## src/rtl/lift_pkg.sv

```systemverilog
// rtl/lift_pkg.sv - shared sizes, slot type and scan states for the hall-call tracker
package lift_pkg;

    localparam int N_FLOORS = 12;
    localparam int N_LIFTS  = 10;
    localparam int TMO_W    = 8;
    localparam int FLOOR_W  = $clog2(N_FLOORS);
    localparam int LIFT_W   = $clog2(N_LIFTS);
    localparam int N_SLOTS  = 2 * N_FLOORS;
    localparam int SLOT_W   = $clog2(N_SLOTS);

    // Slots 0..N_FLOORS-1 are up calls, N_FLOORS..N_SLOTS-1 are down calls
    typedef logic [SLOT_W-1:0] slot_t;

    typedef enum logic {
        S_SCAN   = 1'b0,
        S_ASSIGN = 1'b1
    } scan_state_t;

    function automatic slot_t next_slot(input slot_t s);
        return (s == slot_t'(N_SLOTS - 1)) ? '0 : s + slot_t'(1);
    endfunction

endpackage

```

## src/rtl/lift_nearest_select.sv

```systemverilog
// rtl/lift_nearest_select.sv - picks the nearest available lift to a target floor, lowest index on ties
module lift_nearest_select
    import lift_pkg::*;
(
    input  logic [N_LIFTS-1:0]         i_avail,
    input  logic [N_LIFTS*FLOOR_W-1:0] i_floors,
    input  logic [FLOOR_W-1:0]         i_target,
    output logic                       o_valid,
    output logic [LIFT_W-1:0]          o_winner
);

    logic [FLOOR_W-1:0] w_best_dist;
    logic [FLOOR_W-1:0] w_floor;
    logic [FLOOR_W-1:0] w_dist;

    // Linear sweep; strict less-than keeps the earlier (lower-index) lift on equal distance
    always_comb begin
        o_valid     = 1'b0;
        o_winner    = '0;
        w_best_dist = '0;
        w_floor     = '0;
        w_dist      = '0;
        for (int i = 0; i < N_LIFTS; i++) begin
            w_floor = i_floors[i*FLOOR_W +: FLOOR_W];
            w_dist  = (w_floor >= i_target) ? (w_floor - i_target) : (i_target - w_floor);
            if (i_avail[i] && (w_floor < FLOOR_W'(N_FLOORS)) &&
                (!o_valid || (w_dist < w_best_dist))) begin
                o_valid     = 1'b1;
                o_winner    = LIFT_W'(i);
                w_best_dist = w_dist;
            end
        end
    end

endmodule

```

## src/rtl/multi_lift_hall_call_tracker.sv

```systemverilog
// rtl/multi_lift_hall_call_tracker.sv - hall-call latches, lift assignment scan and route masks; HALL_CALL_TIMEOUT_EN adds reassignment timers
module multi_lift_hall_call_tracker
    import lift_pkg::*;
(
    input  logic                         clk,
    input  logic                         rst,
    input  logic [N_FLOORS-1:0]          up_btn,
    input  logic [N_FLOORS-1:0]          dn_btn,
    input  logic [N_LIFTS*FLOOR_W-1:0]   lift_floor,
    input  logic [N_LIFTS-1:0]           lift_idle,
    input  logic [N_LIFTS-1:0]           lift_door_open,
    input  logic [N_LIFTS-1:0]           lift_dir_up,
    output logic [N_FLOORS-1:0]          up_rqst,
    output logic [N_FLOORS-1:0]          dn_rqst,
    output logic [N_LIFTS*N_FLOORS-1:0]  up_route,
    output logic [N_LIFTS*N_FLOORS-1:0]  dn_route
);

    localparam int ROUTE_IDX_W = $clog2(N_LIFTS * N_FLOORS);
    // No up button on the top floor, no down button on the bottom floor
    localparam logic [N_FLOORS-1:0] UP_BTN_MASK = {1'b0, {(N_FLOORS-1){1'b1}}};
    localparam logic [N_FLOORS-1:0] DN_BTN_MASK = {{(N_FLOORS-1){1'b1}}, 1'b0};

    logic [N_FLOORS-1:0]         r_up_rqst;
    logic [N_FLOORS-1:0]         r_dn_rqst;
    logic [N_LIFTS*N_FLOORS-1:0] r_up_route;
    logic [N_LIFTS*N_FLOORS-1:0] r_dn_route;
    scan_state_t                 r_state;
    slot_t                       r_ptr;
    logic [LIFT_W-1:0]           r_winner;

    logic [N_FLOORS-1:0]         w_up_clr;
    logic [N_FLOORS-1:0]         w_dn_clr;
    logic [N_FLOORS-1:0]         w_up_asg;
    logic [N_FLOORS-1:0]         w_dn_asg;
    logic [N_FLOORS-1:0]         w_up_tmo;
    logic [N_FLOORS-1:0]         w_dn_tmo;
    logic [N_LIFTS-1:0]          w_busy;
    logic [N_LIFTS-1:0]          w_avail;
    logic                        w_slot_is_up;
    logic [FLOOR_W-1:0]          w_tgt_floor;
    logic                        w_slot_pending;
    logic                        w_slot_asg;
    logic                        w_slot_clr;
    logic                        w_sel_valid;
    logic [LIFT_W-1:0]           w_sel_winner;
    logic [ROUTE_IDX_W-1:0]      w_route_idx;

    // Door-open reports become per-floor clear strobes; route bits are summarised per floor and per lift
    always_comb begin
        w_up_clr = '0;
        w_dn_clr = '0;
        w_up_asg = '0;
        w_dn_asg = '0;
        w_busy   = '0;
        for (int i = 0; i < N_LIFTS; i++) begin
            for (int f = 0; f < N_FLOORS; f++) begin
                if (lift_door_open[i] && (lift_floor[i*FLOOR_W +: FLOOR_W] == FLOOR_W'(f))) begin
                    if (lift_dir_up[i]) w_up_clr[f] = 1'b1;
                    else                w_dn_clr[f] = 1'b1;
                end
                w_up_asg[f] = w_up_asg[f] | r_up_route[i*N_FLOORS+f];
                w_dn_asg[f] = w_dn_asg[f] | r_dn_route[i*N_FLOORS+f];
                w_busy[i]   = w_busy[i] | r_up_route[i*N_FLOORS+f] | r_dn_route[i*N_FLOORS+f];
            end
        end
    end

    // A lift holding any route is kept out of the pool so it carries one assignment at a time
    assign w_avail        = lift_idle & ~w_busy;
    assign w_slot_is_up   = (r_ptr < slot_t'(N_FLOORS));
    assign w_tgt_floor    = w_slot_is_up ? FLOOR_W'(r_ptr) : FLOOR_W'(r_ptr - slot_t'(N_FLOORS));
    assign w_slot_pending = w_slot_is_up ? r_up_rqst[w_tgt_floor] : r_dn_rqst[w_tgt_floor];
    assign w_slot_asg     = w_slot_is_up ? w_up_asg[w_tgt_floor]  : w_dn_asg[w_tgt_floor];
    assign w_slot_clr     = w_slot_is_up ? w_up_clr[w_tgt_floor]  : w_dn_clr[w_tgt_floor];
    assign w_route_idx    = ROUTE_IDX_W'(r_winner) * ROUTE_IDX_W'(N_FLOORS) + ROUTE_IDX_W'(w_tgt_floor);

    lift_nearest_select u_select (
        .i_avail  (w_avail),
        .i_floors (lift_floor),
        .i_target (w_tgt_floor),
        .o_valid  (w_sel_valid),
        .o_winner (w_sel_winner)
    );

    // Hall-call latches: set on a press, cleared by a matching door-open (clear dominates)
    always_ff @(posedge clk or posedge rst) begin
        if (rst) begin
            r_up_rqst <= '0;
            r_dn_rqst <= '0;
        end else begin
            r_up_rqst <= (r_up_rqst | (up_btn & UP_BTN_MASK)) & ~w_up_clr;
            r_dn_rqst <= (r_dn_rqst | (dn_btn & DN_BTN_MASK)) & ~w_dn_clr;
        end
    end

    // Scan FSM owns the route masks: drops on clear/timeout, sets only from S_ASSIGN
    always_ff @(posedge clk or posedge rst) begin
        if (rst) begin
            r_state    <= S_SCAN;
            r_ptr      <= '0;
            r_winner   <= '0;
            r_up_route <= '0;
            r_dn_route <= '0;
        end else begin
            r_up_route <= r_up_route & ~{N_LIFTS{w_up_clr | w_up_tmo}};
            r_dn_route <= r_dn_route & ~{N_LIFTS{w_dn_clr | w_dn_tmo}};
            case (r_state)
                S_SCAN: begin
                    if (w_slot_pending && !w_slot_asg && w_sel_valid) begin
                        r_winner <= w_sel_winner;
                        r_state  <= S_ASSIGN;
                    end else begin
                        r_ptr <= next_slot(r_ptr);
                    end
                end
                S_ASSIGN: begin
                    if (w_slot_pending && !w_slot_clr) begin
                        if (w_slot_is_up) r_up_route[w_route_idx] <= 1'b1;
                        else              r_dn_route[w_route_idx] <= 1'b1;
                    end
                    r_ptr   <= next_slot(r_ptr);
                    r_state <= S_SCAN;
                end
                default: r_state <= S_SCAN;
            endcase
        end
    end

`ifdef HALL_CALL_TIMEOUT_EN
    logic [TMO_W-1:0] r_tmo [N_SLOTS];

    // Per-slot age of the current assignment; saturation releases the lift while the call stays pending
    always_ff @(posedge clk or posedge rst) begin
        if (rst) begin
            for (int s = 0; s < N_SLOTS; s++) r_tmo[s] <= '0;
        end else begin
            for (int f = 0; f < N_FLOORS; f++) begin
                if (!w_up_asg[f] || w_up_clr[f] || (r_tmo[f] == '1)) r_tmo[f] <= '0;
                else r_tmo[f] <= r_tmo[f] + TMO_W'(1);
                if (!w_dn_asg[f] || w_dn_clr[f] || (r_tmo[N_FLOORS+f] == '1)) r_tmo[N_FLOORS+f] <= '0;
                else r_tmo[N_FLOORS+f] <= r_tmo[N_FLOORS+f] + TMO_W'(1);
            end
        end
    end

    // Expiry strobe per slot
    always_comb begin
        w_up_tmo = '0;
        w_dn_tmo = '0;
        for (int f = 0; f < N_FLOORS; f++) begin
            w_up_tmo[f] = w_up_asg[f] && (r_tmo[f] == '1);
            w_dn_tmo[f] = w_dn_asg[f] && (r_tmo[N_FLOORS+f] == '1);
        end
    end
`else
    assign w_up_tmo = '0;
    assign w_dn_tmo = '0;
`endif

    assign up_rqst  = r_up_rqst;
    assign dn_rqst  = r_dn_rqst;
    assign up_route = r_up_route;
    assign dn_route = r_dn_route;

endmodule

```

## config.mk

```make
export PLATFORM = sky130hd
export DESIGN_NAME = multi_lift_hall_call_tracker
export DESIGN_NICKNAME = d
export VERILOG_FILES = /design/src/rtl/lift_pkg.sv /design/src/rtl/lift_nearest_select.sv /design/src/rtl/multi_lift_hall_call_tracker.sv
export SDC_FILE = /design/constraint.sdc
export NUM_CORES = 1
export LEC_CHECK = 0
export BUFFER_PORTS_ARGS = -buffer_cell sky130_fd_sc_hd__buf_2
export CORE_MARGIN = 2
export CORE_UTILIZATION = 50
export DETAILED_ROUTE_END_ITERATION = 6
export PLACE_DENSITY = 0.72
export SLEW_MARGIN = 20
export SYNTH_ARGS = -nofsm -noshare
export SYNTH_HDL_FRONTEND = slang
export SYNTH_SLANG_ARGS = --single-unit
```

## constraint.sdc

```tcl
create_clock -name clk -period 28.3 [get_ports clk]
set_input_delay 2.83 -clock clk [delete_from_list [all_inputs] [get_ports clk]]
set_output_delay 2.83 -clock clk [all_outputs]
set_load 0.005 [all_outputs]
```

# Yosys cells after proc, flatten, opt, wreduce, memory -nomap -nowiden

Index checks and enable logic that the tools add are counted.

Bits in registers: 274
Input bits: 96
Output and inout port bits: 264
Logic and storage cells: 1,336

Add/sub/neg operators: 23
$mul: 1
Order comparisons: 33
Equal/unequal tests: 112
Multiplexer cells: 525
Bitwise gates (word level): 461
Reductions and logical operators: 174

Operators with widths:

| cell                 | number |
|---|---|
| $mux W120            | 6 |
| $mux W1              | 480 |
| $or A1 B1 Y1         | 446 |
| $and A120 B120 Y120  | 2 |
| $not A120 Y120       | 2 |
| $or A120 B120 Y120   | 2 |
| $eq A4 B3 Y1 const B | 40 |
| $eq A4 B4 Y1 const B | 40 |
| $logic_and A1 B1 Y1  | 143 |
| $mux W4              | 22 |
| $eq A4 B2 Y1 const B | 20 |
| $sub A4 B4 Y4        | 20 |
| $eq A4 B1 Y1 const B | 10 |
| $ge A4 B4 Y1         | 10 |
| $logic_not A4 Y1     | 10 |
| $lt A4 B4 Y1 const B | 10 |
| $lt A4 B4 Y1         | 9 |
| $and A12 B12 Y12     | 2 |
| $bmux W1 S4          | 6 |
| $not A12 Y12         | 2 |
| $mux W3              | 4 |
| $or A12 B11 Y12      | 1 |
| $or A12 B12 Y12      | 1 |
| $logic_not A1 Y1     | 11 |
| other kinds (20)     | 30 |

# Logic depth before layout (Yosys ltp)

Gate-level depths: netlist (run 1).

Word-level depth: 66
Mapped depth: 88
Depth with buffers taken out: 85

# Cells and area by module

A second synthesis (run 1) with hierarchy kept.

Cells, all modules: 1,894
Area total of the unflattened synthesis: 18,920.6 um2

By module, submodules not included:

| module                       | instances | cells an instance | area each (um2) | seq. area each (um2) |
|---|---|---|---|---|
| multi_lift_hall_call_tracker | 1         | 1,370             | 14,596.5        | 6,856.6 |
| lift_nearest_select          | 1         | 524               | 4,324.1         | 0.0 |

# Worst setup path after synthesis (run 1)

No wires, ideal clock.

Path type: input to register
Start: input port lift_floor[0]
End: register r_winner[1]
Library setup time: 0.121 ns
Data arrival time: 17.080 ns
Required time: 28.179 ns
Slack: 11.099 ns
Cell stages on the path: 80
Buffers on the path: 3
Cells stage by stage: buf_2 -> inv_1 -> ha_1 -> inv_1 -> fa_1 -> a21o_1 -> a21o_1 -> a21oi_1 -> mux2i_1 -> xor2_1 -> nand2_1 -> ha_1 -> a21oi_1 -> o21ai_0 -> a21oi_1 -> mux2_2 -> ha_1 -> a21o_1 -> [44 not listed] -> a21oi_1 -> o21a_1 -> mux2i_1 -> inv_1 -> ha_1 -> a21o_1 -> a21oi_1 -> o211ai_1 -> o41a_1 -> mux2i_1 -> ha_1 -> o21a_1 -> o21ai_0 -> nand2_1 -> and3_1 -> nand2_1 -> a21oi_1 -> a22o_1

Longest elaborated chain between the ends: 41
Elaborated cells on any way between the ends: 71
Those cells by class: add/sub: 2; order compare: 11; mux: 28; reduce/logical: 30

RTL lines:

| item                                             | RTL line                                             | text |
|---|---|---|
| from (decl)                                      | multi_lift_hall_call_tracker.sv:9                    | `input logic [N_LIFTS*FLOOR_W-1:0] lift_floor,` |
| $sub A4 B4 Y4, or another cell as far along      | lift_nearest_select.sv:25                            | `w_dist = (w_floor >= i_target) ? (w_floor - i_target) : (i_target - w_floor);` |
| $mux W4 or $logic_and A1 B1 Y1 (tied branches)   | lift_nearest_select.sv:25, lift_nearest_select.sv:26 |  |
| $mux W4 or $mux W1 (tied branches)               | lift_nearest_select.sv:26                            | `if (i_avail[i] && (w_floor < FLOOR_W'(N_FLOORS)) &&` |
| $lt A4 B4 Y1 or $logic_not A1 Y1 (tied branches) | lift_nearest_select.sv:27                            | `(!o_valid \|\| (w_dist < w_best_dist))) begin` |
| $logic_or A1 B1 Y1                               | lift_nearest_select.sv:27                            |  |
| $logic_and A1 B1 Y1                              | lift_nearest_select.sv:26                            |  |
| $mux W4 or $mux W1 (tied branches)               | lift_nearest_select.sv:26                            |  |
| $lt A4 B4 Y1 or $logic_not A1 Y1 (tied branches) | lift_nearest_select.sv:27                            |  |
| [25 not listed]                                  | -                                                    |  |
| $logic_and A1 B1 Y1                              | lift_nearest_select.sv:26                            |  |
| $mux W4 or $mux W1 (tied branches)               | lift_nearest_select.sv:26                            |  |
| $lt A4 B4 Y1 or $logic_not A1 Y1 (tied branches) | lift_nearest_select.sv:27                            |  |
| $logic_or A1 B1 Y1                               | lift_nearest_select.sv:27                            |  |
| $logic_and A1 B1 Y1                              | lift_nearest_select.sv:26                            |  |
| $mux W1                                          | lift_nearest_select.sv:26                            |  |
| $logic_and A1 B1 Y1                              | multi_lift_hall_call_tracker.sv:110                  | `if (w_slot_pending && !w_slot_asg && w_sel_valid) begin` |
| $reduce_and A2 Y1 (no source line)               | -                                                    |  |
| to (signal assigned)                             | multi_lift_hall_call_tracker.sv:111                  | `r_winner <= w_sel_winner;` |
| to (decl)                                        | multi_lift_hall_call_tracker.sv:30                   | `logic [LIFT_W-1:0] r_winner;` |

Several ways; a longest one is shown, not always the timed one.
A chain may end at the register's enable or synchronous reset.

# Final worst setup path (run 1)

Start: input port lift_floor[0]
End: register r_winner[2]

Same word-level chain as after synthesis.

==> reports/metrics.cfg, run 1 <==
[routing]
dr_wl_met2_mm = 42.08
wl_per_cell_um = 32.73
drt-vias-per-instance = 7.220
vias = 20730
postRouteAntennaNets = 0
routed_wl_mm = 93.98
drtIter0Drc = 3166
drc = 7
m1WireLength_mm = 30.00
topRoutingLayerUsed = met5
wl_met3_mm = 11.59
drtPass1Iterations = 7

[yosys]
yosysTopAreaCellShare_pct = 37.52
yosysUniqueCellTypes = 89
synth_edf_count = 0
postSynthAreaPerCell_um2 = 8.970
synthMuxAreaShare_pct = 3.205
syn_nets = 2259
synth_largest_area_cell = dfrtp_1
synth_compound_area_share_pct = 24.67
synth_simple_gate_area_share_pct = 20.34
yosysMostFrequentCell = dfrtp_1
synth-xor-area-share_pct = 1.246
ys_seq_area_share_pct = 37.52
ys.flop_type = dfrtp_1
synthTopCellsByCount = dfrtp_1, nand2_1, o21ai_0
synth-adder-area-share_pct = 9.648
synth_top_family_by_area = compound AO/OA/AOI/OAI gates
ys_ff_latch = 274
yosys_warnings = 0
ys_top_cells_by_area = dfrtp_1, ha_1, a22o_1, nand2_1, o21ai_0
async_flop_share_pct = 100.0
syn_inst = 2037
synthesis.area_um2 = 18270

[layout]
fillCellCount = 3200
final_net_count = 2604
drive_gt1_share_pct = 21.17
syn2layout_area_growth_pct = 18.72
stdcell_area_um2 = 21690
fin_util_pct = 59.83

[floorplan]
rows = 70
chipWidth_um = 195.2
die-area_um2 = 38090
die-height_um = 195.2
core_um2 = 36260
ios = 360
initial_core_util_pct = 50.39

[grt]
grt_overflow = 0
grt_max_degree = 147
grt_pass1_wl_mm = 135.5
grt_pass1_vias = 20280
antenna_found_initial = 3
track_usage_pct = 48.57

[hold_path]
hold_path_end = dn_rqst[10]
hp-start = dn_rqst[10]
hp-class = reg2reg
min_delay_path_depth = 1

[place]
placed_cell_area_um2 = 20750
gp_congestion = 1.078
hpwl_mm = 71.50
io_buffers = 357

[timing]
finalSetupTns_ns = 0
relSlewSlack_pct = 9.627
post-route-period-util_pct = 68.69
slew_violations = 0
finalClockSkew_ns = 0.009912
max_clock_freq_mhz = 51.44
finalSetupViolCount = 0
worst_pin_slew_ns = 1.351
hold_viol_final = 0
rsz0062_at_grt = no
fin_crit_ns = 19.44

[clock_network]
insertion_delay_ns = 0.53
ctsResizeCount = 0
cts_sinks = 274
clockBufferDepth = 3
tritoncts = done
post_cts_buffers = 0
cts_htree_levels = 1
root_buffer = clkbuf_16
numCtsBuffers = 25
cts-hold-fix-buffers = 0
path_clk_slew_ns = 0.07

[setup_path]
start_kind = input port
worstPathRequired_ns = 28.71
cp.arrival_ns = 19.85
rr_endpoint = r_winner[2]
rrSetupSlack_ns = 10.08
cpMostUsedCell = a21oi_1
cp_max_fo = 13
cpPeakStageDelay_ns = 0.54
reg2reg_from = r_ptr[1]
path_class = in2reg
crit_path_end_kind = register
slowest_stage = a21oi_1
ff2ff_path_depth = 78

[status]
status = complete, but fails checks
violations = DRC

[flow_run]
max_cap_violations = 0

-- state kept, by name, summed over array words and instances, names as in the netlist --
signal,cells
r_ptr,5
up_route,120
r_winner,4
dn_rqst,12
up_rqst,12
dn_route,120
r_state,1
-- layout by cell type, fill, tap and decap left out, drive strengths merged, types with 11 or more instances in the layout --
cell type,instances
nand2,264
buf,389
a211oi,16
a31oi,13
o22ai,41
o21a,30
nor2,129
nor2b,24
xnor2,17
dfrtp,274
fa,22
a21oi,77
nor4b,12
o21ai,172
ha,104
nand4,11
nor3b,12
nor3,76
mux4,12
a21o,49
mux2i,27
inv,88
a311oi,13
a22o,126
clkbuf,35
nor4,109
nand3,76
o221ai,12
-- through the flow --
stage	std cells	hold WS (ns)	setup WS, ns
global route	2868	0.5345	7.477
CTS	2866	0.5117	9.249
detailed placement	2821	0.4974	8.760
floorplan	2037	0.4955	11.10
finish	2871	0.5115	8.860
global placement	2821	0.4871	9.313
-- layout make-up --
class	instances	area, um^2	share of cell area [%]
clock buffers	33	705.7	3.253
multi-input cells	1604	10990	50.66
well taps	468	585.6	2.699
clock inverters	12	172.7	0.7959
repair buffers	391	2042	9.413
inverters	86	330.3	1.523
flip-flops and latches	274	6859	31.62
diodes	3	7.507	0.03461
-- critical path: cells and delay by family --
kind	cells	cell delay [ns]
xor+xnor	1	0.18
fa+ha+maj	11	3.09
mux	8	2.28
buf+inv	7	0.69
compound gates	42	9.31
simple gates	10	1.46
-- layer usage --
metal  track usage [%]  vias up
met5                 0        -
met4             40.94        2
met3             14.30      575
met2             77.24     1847
met1             53.83     9927
li1                  -     8377
-- how the worst max path moves through the flow --
stage,endpoint,startpoint,slack [ns]
6_report,r_winner[2],lift_floor[0],8.86
5_1_grt,r_winner[2],lift_floor[0],7.48
4_1_cts,r_winner[2],lift_floor[0],9.25
3_5_place_dp,r_winner[2],lift_floor[0],8.76
3_3_place_gp,r_winner[2],lift_floor[0],9.31
2_1_floorplan,r_winner[1],lift_floor[0],11.10
-- cell families (layout without fill, tap and decap cells) --
kind of cell / Yosys count / count (layout)
multiplexers: 43 / 43
XOR/XNOR: 26 / 26
buffers and inverters: 159 / 522
AND/OR/NAND/NOR: 768 / 768
AO/OA/AOI/OAI: 639 / 639
other: 0 / 3
adder cells (fa/ha/maj): 128 / 128
flip-flops: 274 / 274
Power of run 1 is left out: the tool's default activity adds up to more than one toggle a clock period on the data nets, which glitch-free logic cannot reach.
==> run 2: changes to the inputs <==
- PLACE_DENSITY: 0.72 -> 0.75
- clock period: 28.3 -> 16.3 ns (I/O delays scaled with it)
==> reports/metrics.cfg, run 2 (same netlist as run 1, synthesis figures left out) <==
[timing]
finalSetupViolCount = 0
slew_violations = 0
max_clock_freq_mhz = 64.41
hold_viol_final = 0
fin_crit_ns = 15.53
finalSetupTns_ns = 0
finalClockSkew_ns = 0.03305
relSlewSlack_pct = 12.28
post-route-period-util_pct = 95.25
worst_pin_slew_ns = 1.309

[routing]
drtPass1Iterations = 7
vias = 20900
routed_wl_mm = 96.12
drtIter0Drc = 3102
drc = 1
postRouteAntennaNets = 0
wl_per_cell_um = 33.26
drt-vias-per-instance = 7.230

[layout]
mostFrequentLayoutCell = buf_2
syn2layout_area_growth_pct = 20.17
fillCellCount = 3117
final_net_count = 2626
drive_gt1_share_pct = 22.79
final_cell_mix = buf_2, dfrtp_1, nand2_1
num_antenna_cells = 0

[grt]
grt_use_met1_pct = 54.31
antenna_found_initial = 2
met3_usage_pct = 15.47
grt_pass1_vias = 20160
track_usage_pct = 49.47
grt_overflow = 0
grt_max_degree = 148
grt_pass1_wl_mm = 137.6
busiest_layer = met2
globalRouteMet2Util_pct = 77.79

[clock_network]
path_clk_slew_ns = 0.07
cts-hold-fix-buffers = 0
cts_sinks = 274
cts_htree_levels = 1
clockBufferDepth = 3
insertion_delay_ns = 0.56
root_buffer = clkbuf_16
numCtsBuffers = 24
tritoncts = done

[status]
status = complete, but fails checks
violations = DRC

[setup_path]
slowest_stage = o41a_1
cpMostUsedCell = ha_1
cp_max_fo = 8
reg2reg_from = r_ptr[2]
crit_path_end_kind = register
startpoint = lift_floor[4]
cpPeakStageDelay_ns = 0.48
cp.arrival_ns = 15.98
path_class = in2reg
start_kind = input port
worstPathRequired_ns = 16.75

[floorplan]
core_um2 = 36260
ios = 360
initial_core_util_pct = 50.39
rows = 70
chipWidth_um = 195.2
die-area_um2 = 38090
die-height_um = 195.2

[place]
io_buffers = 357
hpwl_mm = 72.85
gp_congestion = 1.043

[hold_path]
hp-start = up_rqst[1]
hp-class = reg2reg

[flow_run]
max_cap_violations = 0

## run 2: changes by cell type in the layout (fill, tap and decap cells not counted), sizes merged
cell      previous run  this run
bufinv               4         3
buf                389       414
diode                3         0
clkinvlp             2         1
inv                 88        87
## run 2: metrics by stage
step	cells	hold slack, ns	setup WS [ns]	util [%]	cell area, um^2
floorplan	2037	0.4955	0.2443	-	18270
global placement	2841	0.4899	0.2788	57.67	20910
detailed placement	2841	0.4954	-0.4890	57.67	20910
CTS	2885	0.5115	0.01518	59.99	21750
global route	2890	0.5370	-0.08414	60.56	21960
finish	2890	0.5071	0.7741	60.56	21960
## run 2: cell type report
cell class	count	area, um^2	share of cell area [%]
Timing Repair Buffer	414	2242	10.21
Tap cell	468	585.6	2.667
Sequential cell	274	6859	31.24
Multi-Input combinational cell	1604	11100	50.56
Clock inverter	9	137.6	0.6268
Inverter	86	330.3	1.504
Clock buffer	35	701.9	3.197
## run 2: timing repair
item / CTS / global route
gates resized for setup: 0 / 32
endpoints found under the hold margin: 0 / 0
setup buffers: 0 / 4
setup endpoints to repair: 0 / 4
## run 2: path summary, 6_finish.rpt
check	endpoint	slack [ns]	depth (start not counted)
max in group asynchronous	up_route[49]	12.76	5
min in group asynchronous	up_rqst[11]	1.05	2
worst min register to register	up_rqst[1]	0.51	1
worst max register to register	r_winner[1]	0.85	78
worst max-delay path	r_winner[1]	0.77	78
worst min-delay path	up_rqst[1]	0.51	1
## run 2: worst max-delay path: cells and delay by family
kind | cells | cell delay, ns
buf+inv | 8 | 0.86
mux | 7 | 1.73
compound gates | 42 | 7.24
xor+xnor | 1 | 0.14
simple gates | 9 | 1.13
fa+ha+maj | 11 | 3.22
## run 2: per-layer routing
layer	up-vias	wire length [um]
met5	-	29
met4	4	10540
met3	565	12140
met2	1922	42710
met1	9966	30710
li1	8438	-
Power of run 2 is left out for the same reason.
